`src/rtl/i2c_pkg.sv`:
```
// Shared widths, FSM encoding and direction constants for the I2C master arbiter slice.
package i2c_pkg;

    localparam int ADDR_W = 7;
    localparam int DATA_W = 8;

    localparam logic [1:0] ST_IDLE = 2'd0;
    localparam logic [1:0] ST_BUSY = 2'd1;
    localparam logic [1:0] ST_DONE = 2'd2;

    localparam logic RW_READ  = 1'b1;
    localparam logic RW_WRITE = 1'b0;

endpackage

```
`src/rtl/i2c_master_arbiter_if.sv`:
```
// Command/response bundle between the arbiter and the shared I2C master core.
interface i2c_master_arbiter_if;
    import i2c_pkg::*;

    logic              m_en;
    logic [ADDR_W-1:0] m_address;
    logic [DATA_W-1:0] m_data_in;
    logic              m_read_write;
    logic [DATA_W-1:0] m_data_out;
    logic              m_done;

    // Arbiter side: issues the command and waits for the completion pulse.
    modport master (
        output m_en, m_address, m_data_in, m_read_write,
        input  m_data_out, m_done
    );

    modport slave (
        input  m_en, m_address, m_data_in, m_read_write,
        output m_data_out, m_done
    );

endinterface

```
`src/rtl/i2c_master_arbiter_rr_arbiter.sv`:
```
// Combinational round-robin picker: first requester at or after ptr+1 (mod NUM_REQ) wins.
module rr_arbiter #(
    parameter int NUM_REQ = 2
) (
    input  logic [NUM_REQ-1:0]         req,
    input  logic [$clog2(NUM_REQ)-1:0] ptr,
    output logic [NUM_REQ-1:0]         winner,
    output logic [$clog2(NUM_REQ)-1:0] idx,
    output logic                       valid
);

    localparam int IDX_W = $clog2(NUM_REQ);
    localparam logic [IDX_W:0] NUM_W = (IDX_W+1)'(NUM_REQ);

    logic [IDX_W:0] pos;

    always_comb begin
        winner = '0;
        idx    = '0;
        valid  = 1'b0;
        pos    = '0;
        // Extra sum bit keeps ptr+i from wrapping before the modulo step.
        for (int i = 1; i <= NUM_REQ; i++) begin
            pos = {1'b0, ptr} + (IDX_W+1)'(i);
            if (pos >= NUM_W) pos = pos - NUM_W;
            if (!valid && req[pos[IDX_W-1:0]]) begin
                valid = 1'b1;
                idx   = pos[IDX_W-1:0];
            end
        end
        winner = NUM_REQ'(valid) << idx;
    end

endmodule

```
`src/rtl/i2c_master_arbiter.sv`:
```
// Round-robin sharing of one I2C master between NUM_REQ requesters.
// Optional transaction abort on timeout when I2C_ARB_TIMEOUT_EN is defined.
module i2c_master_arbiter
    import i2c_pkg::*;
#(
    parameter int NUM_REQ        = 2,
    parameter int TIMEOUT_CYCLES = 8192
) (
    input  logic                      clk,
    input  logic                      rst,
    input  logic [NUM_REQ-1:0]        req,
    input  logic [ADDR_W*NUM_REQ-1:0] req_address,
    input  logic [DATA_W*NUM_REQ-1:0] req_data,
    input  logic [NUM_REQ-1:0]        req_read_write,
    output logic [NUM_REQ-1:0]        grant,
    output logic [NUM_REQ-1:0]        done,
    output logic [DATA_W-1:0]         rd_data,
    output logic                      err,
    i2c_master_arbiter_if.master      bus
);

    localparam int IDX_W = $clog2(NUM_REQ);

    if (NUM_REQ < 2 || NUM_REQ > 8 || TIMEOUT_CYCLES < 1) begin : g_param_check
        $error("i2c_master_arbiter: NUM_REQ must be 2..8 and TIMEOUT_CYCLES >= 1");
    end

    logic [1:0]         state;
    logic [IDX_W-1:0]   ptr;
    logic [NUM_REQ-1:0] arb_winner;
    logic [IDX_W-1:0]   arb_idx;
    logic               arb_valid;
    logic [ADDR_W-1:0]  sel_address;
    logic [DATA_W-1:0]  sel_data;
    logic               sel_rw;
    logic               tmo_hit;

    rr_arbiter #(.NUM_REQ(NUM_REQ)) u_rr (
        .req    (req),
        .ptr    (ptr),
        .winner (arb_winner),
        .idx    (arb_idx),
        .valid  (arb_valid)
    );

    always_comb begin
        sel_address = '0;
        sel_data    = '0;
        sel_rw      = RW_WRITE;
        for (int i = 0; i < NUM_REQ; i++) begin
            if (arb_idx == IDX_W'(i)) begin
                sel_address = req_address[i*ADDR_W +: ADDR_W];
                sel_data    = req_data[i*DATA_W +: DATA_W];
                sel_rw      = req_read_write[i];
            end
        end
    end

`ifdef I2C_ARB_TIMEOUT_EN
    localparam int CNT_W = $clog2(TIMEOUT_CYCLES) + 1;
    logic [CNT_W-1:0] tmo_cnt;

    // Held at zero outside BUSY, so it starts clean on every BUSY entry.
    always_ff @(posedge clk) begin
        if (rst || state != ST_BUSY) tmo_cnt <= '0;
        else                         tmo_cnt <= tmo_cnt + 1'b1;
    end

    assign tmo_hit = (state == ST_BUSY) && (tmo_cnt == CNT_W'(TIMEOUT_CYCLES - 1));
`else
    assign tmo_hit = 1'b0;
`endif

    always_ff @(posedge clk) begin
        if (rst) begin
            state            <= ST_IDLE;
            ptr              <= IDX_W'(NUM_REQ - 1);
            grant            <= '0;
            done             <= '0;
            rd_data          <= '0;
            err              <= 1'b0;
            bus.m_en         <= 1'b0;
            bus.m_address    <= '0;
            bus.m_data_in    <= '0;
            bus.m_read_write <= RW_WRITE;
        end else begin
            done <= '0;
            err  <= 1'b0;
            case (state)
                ST_IDLE: begin
                    if (arb_valid) begin
                        grant            <= arb_winner;
                        ptr              <= arb_idx;
                        bus.m_en         <= 1'b1;
                        bus.m_address    <= sel_address;
                        bus.m_data_in    <= sel_data;
                        bus.m_read_write <= sel_rw;
                        state            <= ST_BUSY;
                    end
                end
                ST_BUSY: begin
                    // Completion wins over a timeout landing in the same cycle.
                    if (bus.m_done) begin
                        if (bus.m_read_write == RW_READ) rd_data <= bus.m_data_out;
                        done     <= grant;
                        grant    <= '0;
                        bus.m_en <= 1'b0;
                        state    <= ST_DONE;
                    end else if (tmo_hit) begin
                        done     <= grant;
                        err      <= 1'b1;
                        grant    <= '0;
                        bus.m_en <= 1'b0;
                        state    <= ST_DONE;
                    end
                end
                ST_DONE: state <= ST_IDLE;
                default: state <= ST_IDLE;
            endcase
        end
    end

endmodule

```
`src/flat_wrapper.sv`:
```
// flat-port wrapper written by rule: the top's interface ports become plain ports
module i2c_master_arbiter_flat import i2c_pkg::*;
#(
    parameter int NUM_REQ        = 2,
    parameter int TIMEOUT_CYCLES = 8192
)
  (clk, rst, req, req_address, req_data, req_read_write, grant, done, rd_data, err, bus_m_en, bus_m_address, bus_m_data_in, bus_m_read_write, bus_m_data_out, bus_m_done);
  i2c_master_arbiter_if bus_i ();
  input  logic clk;
  input  logic rst;
  input  logic [NUM_REQ-1:0] req;
  input  logic [ADDR_W*NUM_REQ-1:0] req_address;
  input  logic [DATA_W*NUM_REQ-1:0] req_data;
  input  logic [NUM_REQ-1:0] req_read_write;
  output logic [NUM_REQ-1:0] grant;
  output logic [NUM_REQ-1:0] done;
  output logic [DATA_W-1:0] rd_data;
  output logic err;
  output wire logic [$bits(bus_i.m_en)-1:0] bus_m_en;
  output wire logic [$bits(bus_i.m_address)-1:0] bus_m_address;
  output wire logic [$bits(bus_i.m_data_in)-1:0] bus_m_data_in;
  output wire logic [$bits(bus_i.m_read_write)-1:0] bus_m_read_write;
  input wire logic [$bits(bus_i.m_data_out)-1:0] bus_m_data_out;
  input wire logic [$bits(bus_i.m_done)-1:0] bus_m_done;
  assign bus_m_en = bus_i.m_en;
  assign bus_m_address = bus_i.m_address;
  assign bus_m_data_in = bus_i.m_data_in;
  assign bus_m_read_write = bus_i.m_read_write;
  assign bus_i.m_data_out = bus_m_data_out;
  assign bus_i.m_done = bus_m_done;
  i2c_master_arbiter #(.NUM_REQ(NUM_REQ), .TIMEOUT_CYCLES(TIMEOUT_CYCLES)) u_core (.clk(clk), .rst(rst), .req(req), .req_address(req_address), .req_data(req_data), .req_read_write(req_read_write), .grant(grant), .done(done), .rd_data(rd_data), .err(err), .bus(bus_i));
endmodule
```
`config.mk`:
```
export PLATFORM = sky130hd
export DESIGN_NAME = i2c_master_arbiter_flat
export DESIGN_NICKNAME = d
export VERILOG_FILES = /design/src/rtl/i2c_pkg.sv /design/src/rtl/i2c_master_arbiter_if.sv /design/src/rtl/i2c_master_arbiter_rr_arbiter.sv /design/src/rtl/i2c_master_arbiter.sv /design/src/flat_wrapper.sv
export SDC_FILE = /design/constraint.sdc
export NUM_CORES = 1
export LEC_CHECK = 0
export BUFFER_PORTS_ARGS = -buffer_cell sky130_fd_sc_hd__buf_2
export CAP_MARGIN = 10
export CORE_ASPECT_RATIO = 1.75
export CORE_MARGIN = 2
export CORE_UTILIZATION = 35
export CTS_CLUSTER_DIAMETER = 100
export CTS_CLUSTER_SIZE = 14
export DETAILED_ROUTE_END_ITERATION = 12
export HOLD_SLACK_MARGIN = 0.02
export PLACE_DENSITY = 0.63
export RECOVER_POWER = 25
export SLEW_MARGIN = 10
export SYNTH_ARGS = -nofsm -noshare
export SYNTH_HDL_FRONTEND = slang
export SYNTH_HIERARCHICAL = 1
export SYNTH_SLANG_ARGS = --single-unit
```
`constraint.sdc`:
```
create_clock -name clk -period 3.65 [get_ports clk]
set_input_delay 0.1825 -clock clk [delete_from_list [all_inputs] [get_ports clk]]
set_output_delay 0.1825 -clock clk [all_outputs]
set_load 0.005 [all_outputs]
```
# Yosys cells after proc, flatten, opt, wreduce, memory -nomap -nowiden
# Cells that the tools add are included.
[word_totals]
out_inout_bits = 30
ram_bits = 0
memories = 0
word_cells = 54
mem_bits_ro = 0
latchBits = 0
in_bits = 45
regBits = 32
[op_classes]
mux = 22
shift = 1
reduce_logical = 9
n_div = 0
mul = 0
n_eq_ne = 3
n_lt_le_gt_ge = 4
n_addsub = 4
bitwise_logic = 2
[op_table]
columns = ["op", "count"]
rows = [
  ["1-bit two-way mux", 13],
  ["2-bit two-way mux", 4],
  ["8-bit two-way mux", 1],
  ["2-bit case mux with 2 select lines", 2],
  ["7-bit two-way mux", 1],
  ["3-bit AND reduction", 2],
  ["2-bit greater-or-equal comparator, second input constant", 2],
  ["1-bit by 2-bit < comparator with 1-bit output, second input constant", 2],
  ["2-bit AND reduction", 2],
  ["3-bit OR reduction", 1],
  ["1-bit by 1-bit adder with 2-bit output, second input constant", 1],
  ["1-bit by 2-bit adder with 2-bit output, second input constant", 1],
  ["2-bit by 1-bit == test with 1-bit output, second input constant", 1],
  ["2-bit logical NOT", 1],
  ["2-bit by 1-bit inequality test with 1-bit output, second input constant", 1],
  ["2-bit inequality test, second input constant", 1],
  ["1-bit NOT", 2],
  ["1-bit case mux with 2 select lines", 1],
  ["2-bit nonzero test", 1],
  ["1-bit by 1-bit << shifter with 2-bit output", 1],
  ["1-bit subtractor, second input constant", 2],
  ["1-bit logical AND", 1],
  ["1-bit logical NOT", 1],
]

# Logic depth before layout (Yosys ltp)
# Gate-level depths: netlist of run 1.
[logic_depth]
depth_word = 12
depth_mapped = 5
depth_no_buf = 4

# By module
# Netlist of run 1, hierarchy kept.
[by_module_without_submodules]
columns = ["mod", "seq_area_each_um2", "area_per_inst_um2", "n_inst", "cells_each"]
rows = [
  ["i2c_master_arbiter", 640.6, 1395.1, 1, 139],
  ["rr_arbiter", 0.0, 32.5, 1, 5],
]

# Worst setup path before layout of run 1
# Ideal clock, no wire load.
[synth_timing]
path_kind = "register to register"
from = "reg u_core.ptr"
to = "reg u_core.bus.m_address[0]"
synth_period_minus_slack_ns = 1.313
arrival_time_ns = 1.167
path_buffers = 2
path_stages_with_launch = 6
required_ns = 3.504
slack_ns = 2.337
setup_time_ns = 0.146
cell_sequence = "dfxtp_1 -> a21boi_1 -> buf_4 -> buf_2 -> mux2i_1 -> a211oi_2"
[synth_between]
elab_chain_len = 10
elab_cells_between_ends = 20
classes_between = "add/sub: 4; order compare: 2; mux: 11; reduce/logical: 3"
[synth_lines]
columns = ["element", "line", "source"]
rows = [
  ["start: declaration", "i2c_master_arbiter.sv:29", "logic [IDX_W-1:0] ptr;"],
  ["start signal: assignment", "i2c_master_arbiter.sv:77", "ptr <= IDX_W'(NUM_REQ - 1);"],
  ["start signal: assignment", "i2c_master_arbiter.sv:93", "ptr <= arb_idx;"],
  ["1-bit by 1-bit adder with 2-bit output", "i2c_master_arbiter_rr_arbiter.sv:24", "pos = {1'b0, ptr} + (IDX_W+1)'(i);"],
  ["2-bit greater-or-equal comparator / 1-bit subtractor (equally long branches)", "i2c_master_arbiter_rr_arbiter.sv:25", "if (pos >= NUM_W) pos = pos - NUM_W;"],
  ["1-bit two-way mux", "i2c_master_arbiter_rr_arbiter.sv:25", ""],
  ["1-bit two-way mux (implied by the code) (2 in a row)", "i2c_master_arbiter_rr_arbiter.sv:26", "if (!valid && req[pos[IDX_W-1:0]]) begin"],
  ["1-bit two-way mux", "i2c_master_arbiter_rr_arbiter.sv:26", ""],
  ["1-bit logical NOT", "i2c_master_arbiter_rr_arbiter.sv:26", ""],
  ["1-bit logical AND", "i2c_master_arbiter_rr_arbiter.sv:26", ""],
  ["1-bit two-way mux *", "i2c_master_arbiter_rr_arbiter.sv:26", ""],
  ["net u_core.arb_idx", "i2c_master_arbiter.sv:31", "logic [IDX_W-1:0] arb_idx;"],
  ["7-bit two-way mux *", "i2c_master_arbiter.sv:51", "if (arb_idx == IDX_W'(i)) begin"],
  ["end signal: assignment", "i2c_master_arbiter.sv:95", "bus.m_address <= sel_address;"],
  ["end: declaration", "i2c_master_arbiter_if.sv:14", "output m_en, m_address, m_data_in, m_read_write,"],
]
# The timed path passes the listed nets; every way through them passes the cells marked *. The select of a mux whose other input is x is not followed.
# A chain may end at the register's enable or synchronous reset.

# Final worst setup path of run 1
[layout_timing]
from = "reg u_core.state[1]"
to = "reg u_core.bus.m_data_in[1]"
[layout_between]
elab_chain_len = 2
[layout_lines]
columns = ["element", "line", "source"]
rows = [
  ["start: declaration", "i2c_master_arbiter.sv:28", "logic [1:0] state;"],
  ["start signal: assignment", "i2c_master_arbiter.sv:76", "state <= ST_IDLE;"],
  ["start signal: assignment", "i2c_master_arbiter.sv:98", "state <= ST_BUSY;"],
  ["start signal: assignment", "i2c_master_arbiter.sv:108", "state <= ST_DONE;"],
  ["2-bit logical NOT", "i2c_master_arbiter.sv:89", "case (state)"],
  ["2-bit AND reduction (no line)", "-", ""],
  ["end signal: assignment", "i2c_master_arbiter.sv:96", "bus.m_data_in <= sel_data;"],
  ["end: declaration", "i2c_master_arbiter_if.sv:14", ""],
]
# Every way passes these cells.

==> results of run 1 <==
## sequential cells by signal, indices dropped and copies added (netlist names)
name and cells:
u_core/state 2, u_core/bus.m_en 1, u_core/rd_data 8, u_core/ptr 1, u_core/done 2, u_core/bus.m_address 7, u_core/bus.m_read_write 1, u_core/grant 2
u_core/bus.m_data_in 8
## cell usage in the layout, fill, tap and decap left out, types with 3 or more instances in the layout
master / n
clkbuf_8: 6
dfxtp_1: 32
a21oi_1: 10
clkbuf_1: 9
nor2b_1: 3
mux2i_1: 16
inv_1: 3
a211oi_2: 14
buf_2: 64
nor2_1: 18
nand2_1: 16
## path summary, 6_finish.rpt
kind / startpoint / end / slack (ns) / cells after the start
worst max-delay path: u_core/state[1] / u_core/bus.m_data_in[1] / 1.77 / 4
worst max register to register: u_core/state[1] / u_core/bus.m_data_in[1] / 1.77 / 4
worst min-delay path: bus_m_data_out[5] / u_core/rd_data[5] / 0.14 / 3
worst min register to register: u_core/rd_data[7] / u_core/rd_data[7] / 0.45 / 2
## logic make-up (layout without fill, tap and decap cells)
kind of cell | Yosys count | count (layout) | synth area share, %
AOI/OAI and AO/OA | 35 | 35 | 21.5
buffers and inverters | 14 | 86 | 6.31
DFF | 32 | 32 | 44.9
muxes | 17 | 17 | 12.0
other | 1 | 1 | 0.263
and+or+nand+nor | 45 | 45 | 15.1
## area by class of cell
| cell class | count | area (um^2) | area share, % |
|---|---|---|---|
| Inverter | 3 | 11.3 | 0.601 |
| Multi-Input combinational cell | 98 | 701 | 37.4 |
| Timing Repair Buffer | 75 | 369 | 19.7 |
| Clock buffer | 6 | 82.6 | 4.41 |
| Sequential cell | 32 | 641 | 34.2 |
| Clock inverter | 2 | 10.0 | 0.534 |
| Tap cell | 48 | 60.1 | 3.20 |
## critical path: cells and delay by family (launching register included)
family                 cells  cell delay (ns)
AOI/OAI and AO/OA          1             0.19
buffers and inverters      1             0.35
DFF                        1             0.37
and+or+nand+nor            2             0.88
## per-stage QoR
stage | instance area [um^2] | worst slack, ns
after detailed placement | 1790 | 1.67
after floorplan | 1430 | 2.34
after global placement | 1790 | 1.72
after global routing | 1870 | 1.60
after CTS | 1890 | 1.75
final | 1870 | 1.77
## per-layer routing
layer  vias to the layer above  track usage, %  wire length, um
li1                        638               -                -
met1                       560            14.9             1200
met2                        49            28.4             1710
met3                         4            4.22              239
met4                         0            4.20               34
met5                         -               0                0
## cell usage after synthesis (2+ instances only)
cell type  count  area share, %
a22o_1         2            1.2
buf_2          3            1.1
a211oi_1       2            1.1
and2_1         2           0.88
nor2_1        18            4.7
mux2i_1       16             11
a21oi_1       10            3.5
buf_6          3            2.4
buf_1          2           0.53
a211oi_2      14             12
nand2_1       16            4.2
a21boi_1       3            1.6
dfxtp_1       32             45
nor2b_1        3            1.3
o21ai_0        2           0.70
inv_1          3           0.79
and3_1         2           0.88
buf_4          3            1.6
## power breakdown
group	switching, mW	internal (mW)	total [mW]
Clock	0.123	0.150	0.273
Combinational	0.0794	0.0758	0.155
Sequential	0.0176	0.377	0.395
Total	0.220	0.603	0.823
==> metrics.cfg, run 1 <==
[die]
die_area_um2 = 4630
design.core.area_um2 = 3900
initial_core_util_pct = 36.6
row_count = 30
die_h_um = 88.5
pin_count = 75
die_x_um = 52.3

[cts]
h-tree-depth = 2
cts_tree = built
ctsResizeCount = 0
post_cts_buffers = 0
clk_latency_ns = 0.28
clock-sinks = 32
numCtsBuffers = 5
root_buffer = clkbuf_8
clk_pin_slew_ns = 0.07
postCtsHoldBufs = 0
clock_path_buffers = 2

[drt]
drt_iter0_drc = 17
drt-wirelength-per-cell_um = 12.1
drcViolationCount = 0
vias_per_cell = 4.74
dr_total_vias = 1251
first_pass_iters = 4
drtAntennaViolNets = 0
totalWireLength_um = 3190

[critical_path]
crit_chain = nor3b_4 -> buf_4 -> nor2_1 -> a211oi_2
required_ns = 3.85
cpPeakStageDelay_ns = 0.81
cp_max_fo = 23
critical_path_arrival_ns = 2.08
startpoint_type = flip-flop
crit_slowest_cell = nor3b_4
worstSetupPathType = reg -> reg
worstSetupEndpointType = flip-flop

[logic_synthesis]
syn_area_um2 = 1430
syn_nets = 189
synth-main-ff-cell = dfxtp_1
synth.distinct_cells = 26
syn_avg_cell_area_um2 = 9.91
postSynthCellCount = 144
async_flop_share_pct = 0
synth_edf_count = 0
ys_warn_count = 6
ys_seq_area_share_pct = 44.9
synth_seq_cells = 32

[finish]
postLayoutCoreUtil_pct = 48.0
fin_cells = 264
fill_cells = 416
diodes = 0
fin_nets = 260
area_growth_pct = 31.3
final_layout_size_suffix_gt1_share_pct = 42.1

[sta]
fmax_mhz = 533
hold_slack_ns = 0.143
finalMaxSlewViolations = 0
setup_tns_ns = 0
tightest_slew_ns = 0.940
fin_worst_skew_ns = 0.00732
finalCritPeriodShare_pct = 51.4
setup_violations = 0
layout_min_cycle_time_ns = 1.88
slew_headroom_pct = 37.3
hold_viol = 0
rsz0062_at_grt = no

[place]
place_congestion = 0.739
io_buffers = 73
hpwl_um = 2410
place_inst = 256

[global_routing]
grt_pass1_wl_um = 5130
grt_pass1_vias = 1199
grtUsageTotal_pct = 14.8
overflow = 0
grt_max_degree = 30
antenna_found_initial = 0

[outcome]
status = completed

[min_path]
hp-class = in -> reg

[power]
power_mw = 0.823
p_leak_nw = 0.854
ir_drop_mv = 0.274
powerDensity_nw_per_um2 = 439

[flow_run]
drv_cap = 0

(Power assumes the default switching activity.)
==> inputs of run 2 (changes only) <==
--- a/config.mk
+++ b/config.mk
@@ -5,6 +5,7 @@
 export SDC_FILE = /design/constraint.sdc
 export NUM_CORES = 1
 export LEC_CHECK = 0
+export ABC_AREA = 1
 export BUFFER_PORTS_ARGS = -buffer_cell sky130_fd_sc_hd__buf_2
 export CAP_MARGIN = 10
 export CORE_ASPECT_RATIO = 1.75
==> constraint.sdc (replaced) <==
create_clock -name clk -period 1.77 [get_ports clk]
set_input_delay 0.0885 -clock clk [delete_from_list [all_inputs] [get_ports clk]]
set_output_delay 0.0885 -clock clk [all_outputs]
set_load 0.005 [all_outputs]
==> run 2 against run 1 <==
  * Clock power rose by 110%
  * Final area rose by 1.3%
  * Clock skew fell by 0.0033 ns
  * Area after synthesis barely moved
  * Count of clock-buffer cells in the layout rose by 2
  * Combinational power rose by 88%
  * Routed wire length rose by 11%
  * Register-to-register slack got worse by 1.3 ns
  * Fmax rose by 42%
  * Largest cell class is now registers
==> metrics.cfg, run 2 <==
[sta]
rsz0062_at_grt = no
slew_headroom_pct = 64.4
hold_viol = 0
layout_min_cycle_time_ns = 1.32
finalCritPeriodShare_pct = 74.5
setup_tns_ns = 0
setup_ws_ns = 0.451
fin_worst_skew_ns = 0.00405
setup_violations = 0
finalMaxSlewViolations = 0
fmax_mhz = 758
tightest_slew_ns = 0.531

[finish]
final_layout_size_suffix_gt1_share_pct = 28.1
area_growth_pct = 33.2
multi_input_area_um2 = 641
register_area_um2 = 641
diodes = 0
fill_cells = 457
layout_commonest_cell = nand2_1
layout_common_cells = 66 x nand2_1, 65 x buf_2, 32 x dfxtp_1
top_regs = u_core/bus.m_data_in x8, u_core/rd_data x8, u_core/bus.m_address x7
fin_nets = 325
design_area_um2 = 1900

[cts]
postCtsHoldBufs = 0
clk_pin_slew_ns = 0.06
clock_path_buffers = 2
ctsResizeCount = 0
root_buffer = clkbuf_8
post_cts_buffers = 0
h-tree-depth = 2
clk_latency_ns = 0.28
clock-sinks = 32
cts_tree = built
numCtsBuffers = 5

[global_routing]
grt_max_degree = 34
antenna_found_initial = 0
grt_pass1_vias = 1330
overflow = 0
grt_pass1_wl_um = 5600
grtUsageTotal_pct = 16.3

[critical_path]
critical_path_arrival_ns = 1.53
crit_path_frequent_cell = nand2_1
path_depth = 5
startpoint_type = flip-flop
required_ns = 1.98
crit_chain = nor2_1 -> nand2_1 -> buf_4 -> nand2_1 -> a21oi_1
crit_family = flip-flops
crit_slowest_cell = dfxtp_1
worstSetupEndpointType = flip-flop
r2r_cells = 5
worstSetupPathType = reg -> reg
reg2reg_slack_ns = 0.45
cp_max_fo = 14
cpPeakStageDelay_ns = 0.46
cp.buffers_inverters = 1
rr_endpoint = u_core/bus.m_address[5]
r2r-start = u_core/state[1]

[drt]
drt-wirelength-per-cell_um = 10.7
routed.top_layer = met4
wl_met3_um = 197
drcViolationCount = 0
totalWireLength_um = 3520
met2_length_um = 1880
drt_iter0_drc = 23
first_pass_iters = 4
vias_per_cell = 4.53
wl_met1_um = 1350
dr_total_vias = 1490
drtAntennaViolNets = 0

[power]
powerDensity_nw_per_um2 = 872
p_leak_nw = 0.967
ir_drop_mv = 0.634
power_mw = 1.66

[logic_synthesis]
synth_seq_cells = 32
synth_edf_count = 0
syn_avg_cell_area_um2 = 6.89
yosysMostFrequentCell = nand2_1
yosys.area.top_type = dfxtp_1
ys_warn_count = 6
yosys.area.top_type_share_pct = 44.9
ys_seq_area_share_pct = 44.9
synth-main-ff-cell = dfxtp_1
synth.distinct_cells = 19
syn_area_um2 = 1430
ys_top_cells_by_area = dfxtp_1 45%, nand2_1 17%, a21oi_1 8.1%
synthTopCellsByCount = 66 x nand2_1, 32 x dfxtp_1, 23 x a21oi_1, 22 x inv_1, 18 x nor2_1
async_flop_share_pct = 0
postSynthCellCount = 207
syn_nets = 252

[place]
hpwl_um = 2600
dp_slack_ns = 0.476
place_congestion = 0.738
placed_area_um2 = 1820
io_buffers = 73

[outcome]
status = completed

[min_path]
hp-class = in -> reg
whs_endpoint = u_core/state[0]
min_path_cells = 4
min_from = bus_m_done

[die]
die_h_um = 88.5
design.core.area_um2 = 3900
row_count = 30
pin_count = 75
die_area_um2 = 4620
initial_core_util_pct = 36.5
die_x_um = 52.3

[flow_run]
drv_cap = 0

==> run 2: cell types whose count changed after synthesis, moves of 8 or more <==
cell | before | now
inv_1 | 3 | 22
nand3b_1 | 0 | 8
o21ai_0 | 2 | 16
nand2_1 | 16 | 66
a21oi_1 | 10 | 23
mux2i_1 | 16 | 0
a211oi_2 | 14 | 0
==> run 2: area by class of cell <==
type / count / share of cell area [%]
flip-flops and latches: 32 / 33.7
clock buffers: 8 / 4.74
multi-input cells: 141 / 33.7
inverters: 24 / 4.74
repair buffers: 76 / 19.9
well taps: 48 / 3.16
==> run 2: cells by family after synthesis <==
family	count (synthesis)	synth area share, %
AOI/OAI and AO/OA	39	13.7
other	1	0.263
and+or+nand+nor	101	30.7
DFF	32	44.9
buffers and inverters	34	10.4
==> run 2: layer usage <==
layer / GRT usage (%) / up-vias
met5: 0 / -
met4: 9.79 / 0
met3: 3.89 / 8
met2: 29.8 / 42
met1: 16.1 / 651
li1: - / 789
==> run 2: through the flow <==
| stage | util [%] | std cells | hold WS (ns) |
|---|---|---|---|
| floorplan | - | 207 | 0.255 |
| global placement | 46.6 | 321 | 0.393 |
| detailed placement | 46.6 | 321 | 0.406 |
| CTS | 48.9 | 329 | 0.106 |
| global route | 48.7 | 329 | 0.118 |
| finish | 48.7 | 329 | 0.113 |
==> run 2: report_power, final <==
group          internal (mW)  switching [mW]  leakage (nW)
Sequential             0.770          0.0289         0.262
Clock                  0.316           0.249        0.0455
Combinational          0.126           0.166         0.660
Total                   1.21           0.444         0.967
==> run 2: worst register-to-register path, cell delays in order (launching register included) <==
cell     delay [ns]
dfxtp_1        0.46
nor2_1         0.08
nand2_1        0.23
buf_4          0.26
nand2_1        0.07
a21oi_1        0.15
==> run 2: how the worst max path moves through the flow <==
stage	slack (ns)	startpoint	end
floorplan	0.59	u_core/ptr	u_core/bus.m_data_in[0]
global placement	0.54	u_core/state[1]	u_core/grant[1]
detailed placement	0.48	u_core/state[1]	u_core/bus.m_address[5]
CTS	0.47	u_core/state[1]	u_core/bus.m_address[5]
global route	0.35	u_core/state[1]	u_core/grant[1]
finish	0.45	u_core/state[1]	u_core/bus.m_address[5]
==> inputs of run 3 (changes only) <==
--- a/config.mk
+++ b/config.mk
@@ -15,7 +15,7 @@
 export CTS_CLUSTER_SIZE = 14
 export DETAILED_ROUTE_END_ITERATION = 12
 export HOLD_SLACK_MARGIN = 0.02
-export PLACE_DENSITY = 0.63
+export PLACE_DENSITY = 0.65
 export RECOVER_POWER = 25
 export SLEW_MARGIN = 10
 export SYNTH_ARGS = -nofsm -noshare
==> constraint.sdc (replaced) <==
create_clock -name clk -period 1.15 [get_ports clk]
set_input_delay 0.0575 -clock clk [delete_from_list [all_inputs] [get_ports clk]]
set_output_delay 0.0575 -clock clk [all_outputs]
set_load 0.005 [all_outputs]
==> run 3 against run 2 <==
  * Setup slack lost 0.40 ns
  * Final area grew 5.8%
  * Clock skew grew 0.0011 ns
  * Register-to-register slack lost 0.40 ns
  * First-iteration DRC count shrank 35%
  * Utilization grew 2.8 points
  * Total power grew 58%
  * Worst hold slack lost 0.043 ns
  * Combinational power grew 77%
  * Largest cell class is now multi-input gates
  * Largest power group unchanged
==> metrics.cfg, run 3 (synthesis results as in run 2) <==
[finish]
top_regs = u_core/bus.m_data_in x8, u_core/rd_data x8, u_core/bus.m_address x7
area_growth_pct = 40.9
final_layout_size_suffix_gt1_share_pct = 33.8
postLayoutCoreUtil_pct = 51.5
layout_common_cells = 70 x buf_2, 66 x nand2_1, 30 x dfxtp_1
fin_nets = 334
layout_commonest_cell = buf_2
diodes = 0

[power]
p_int_mw = 1.91
p_comb_share_pct = 19.7
ir_drop_mv = 0.834
netSwitchingPower_mw = 0.715
p_seq_share_pct = 46.9
powerDensity_nw_per_um2 = 1310
power_frac_clock_pct = 33.4
p_leak_nw = 1.04
switching_share_pct = 27.3

[drt]
wl_met3_um = 158
routed.top_layer = met4
met2_length_um = 1890
wl_met1_um = 1430
totalWireLength_um = 3590
drcViolationCount = 0
first_pass_iters = 4
drt-wirelength-per-cell_um = 10.6
dr_total_vias = 1523
drtAntennaViolNets = 0
drt_iter0_drc = 15
vias_per_cell = 4.51

[die]
design.core.area_um2 = 3900
pin_count = 75
die_area_um2 = 4620
initial_core_util_pct = 36.5
die_x_um = 52.3
die_h_um = 88.5
row_count = 30

[critical_path]
cpPeakStageDelay_ns = 0.35
reg2reg_slack_ns = 0.05
worstSetupPathType = reg -> reg
worstSetupEndpointType = flip-flop
critical_path_arrival_ns = 1.31
rr_endpoint = u_core/bus.m_data_in[4]
startpoint_type = flip-flop
r2r_cells = 6
worstSetupStartpoint = u_core/ptr
crit_chain = a21oi_4 -> buf_2 -> nand2_1 -> o21ai_0 -> nand2_1 -> a21oi_1
required_ns = 1.37
crit_path_frequent_cell = nand2_1
cp_max_fo = 5
r2r-start = u_core/ptr
crit_slowest_cell = dfxtp_2

[sta]
setup_violations = 0
finalMaxSlewViolations = 0
layout_min_cycle_time_ns = 1.10
hold_viol = 0
finalCritPeriodShare_pct = 95.3
rsz0062_at_grt = yes
fin_worst_skew_ns = 0.00517
fmax_mhz = 913
hold_slack_ns = 0.0703
setup_ws_ns = 0.0543

[cts]
h-tree-depth = 2
cts_tree = built
root_buffer = clkbuf_8
clock_path_buffers = 2
numCtsBuffers = 5
clk_pin_slew_ns = 0.06
postCtsHoldBufs = 0
post_cts_buffers = 0
clock-sinks = 32
clk_latency_ns = 0.28

[min_path]
hp-class = in -> reg
min_path_cells = 4
whs_endpoint = u_core/state[0]
min_from = bus_m_done

[global_routing]
grt_max_degree = 22
overflow = 0
grtUsageTotal_pct = 15.8
antenna_found_initial = 0
grt_pass1_vias = 1339
grt_pass1_wl_um = 5340

[flow_run]
drv_cap = 0

[outcome]
status = completed

[place]
io_buffers = 73
place_congestion = 0.728
hpwl_um = 2620
dp_slack_ns = 0.0475

## run 3: cell types whose count changed in the layout (fill, tap and decap cells not counted), sizes merged
| cell | before | now |
|---|---|---|
| clkbuf | 16 | 10 |
| buf | 68 | 81 |
| clkinv | 1 | 3 |
## run 3: routing by layer
layer,vias to the layer above,global-route usage (%)
li1,804,-
met1,670,14.7
met2,42,29.2
met3,7,4.39
met4,0,10.0
met5,-,0
## run 3: worst max-delay path by stage
stage,endpoint,slack (ns),cells after the start
3_5_place_dp,u_core/bus.m_data_in[4],0.05,6
6_report,u_core/bus.m_data_in[4],0.05,6
2_1_floorplan,u_core/bus.m_address[4],0.09,6
3_3_place_gp,u_core/bus.m_address[1],0.08,6
4_1_cts,u_core/bus.m_data_in[4],0.04,6
5_1_grt,u_core/bus.m_data_in[6],-0.04,6
## run 3: worst max-delay path: cells and delay by family (launching register included)
| kind | cells | cell delay (ns) |
|---|---|---|
| compound gates | 3 | 0.36 |
| buf+inv | 1 | 0.19 |
| flops | 1 | 0.35 |
| simple gates | 2 | 0.12 |
## run 3: repair_timing
action | CTS | global route
endpoints found under the setup margin | 0 | 14
resized for setup | 0 | 11
hold endpoints to repair | 0 | 0
## run 3: power by group through the flow
stage          Clock (mW)  Sequential (mW)  Combinational, mW
3_3_place_gp            0             1.25              0.498
5_1_grt             0.951             1.24              0.589
3_5_place_dp            0             1.25              0.504
2_1_floorplan           0             1.26              0.271
4_1_cts             0.912             1.23              0.505
6_report            0.876             1.23              0.517
## run 3: per-stage QoR
step	instance area [um^2]	setup TNS, ns	total power, mW	instances
3_5_place_dp	1880	0	1.76	328
6_report	2010	0	2.62	338
2_1_floorplan	1430	0	1.53	207
4_1_cts	1980	0	2.65	336
5_1_grt	2010	-0.218	2.78	338
3_3_place_gp	1880	0	1.75	328
## run 3: final cells by class
class	instances	area (um^2)
Clock buffer	6	82.6
Clock inverter	2	10.0
Fill cell	430	1890
Inverter	24	90.1
Multi-Input combinational cell	141	656
Sequential cell	32	643
Tap cell	48	60.1
Timing Repair Buffer	85	468
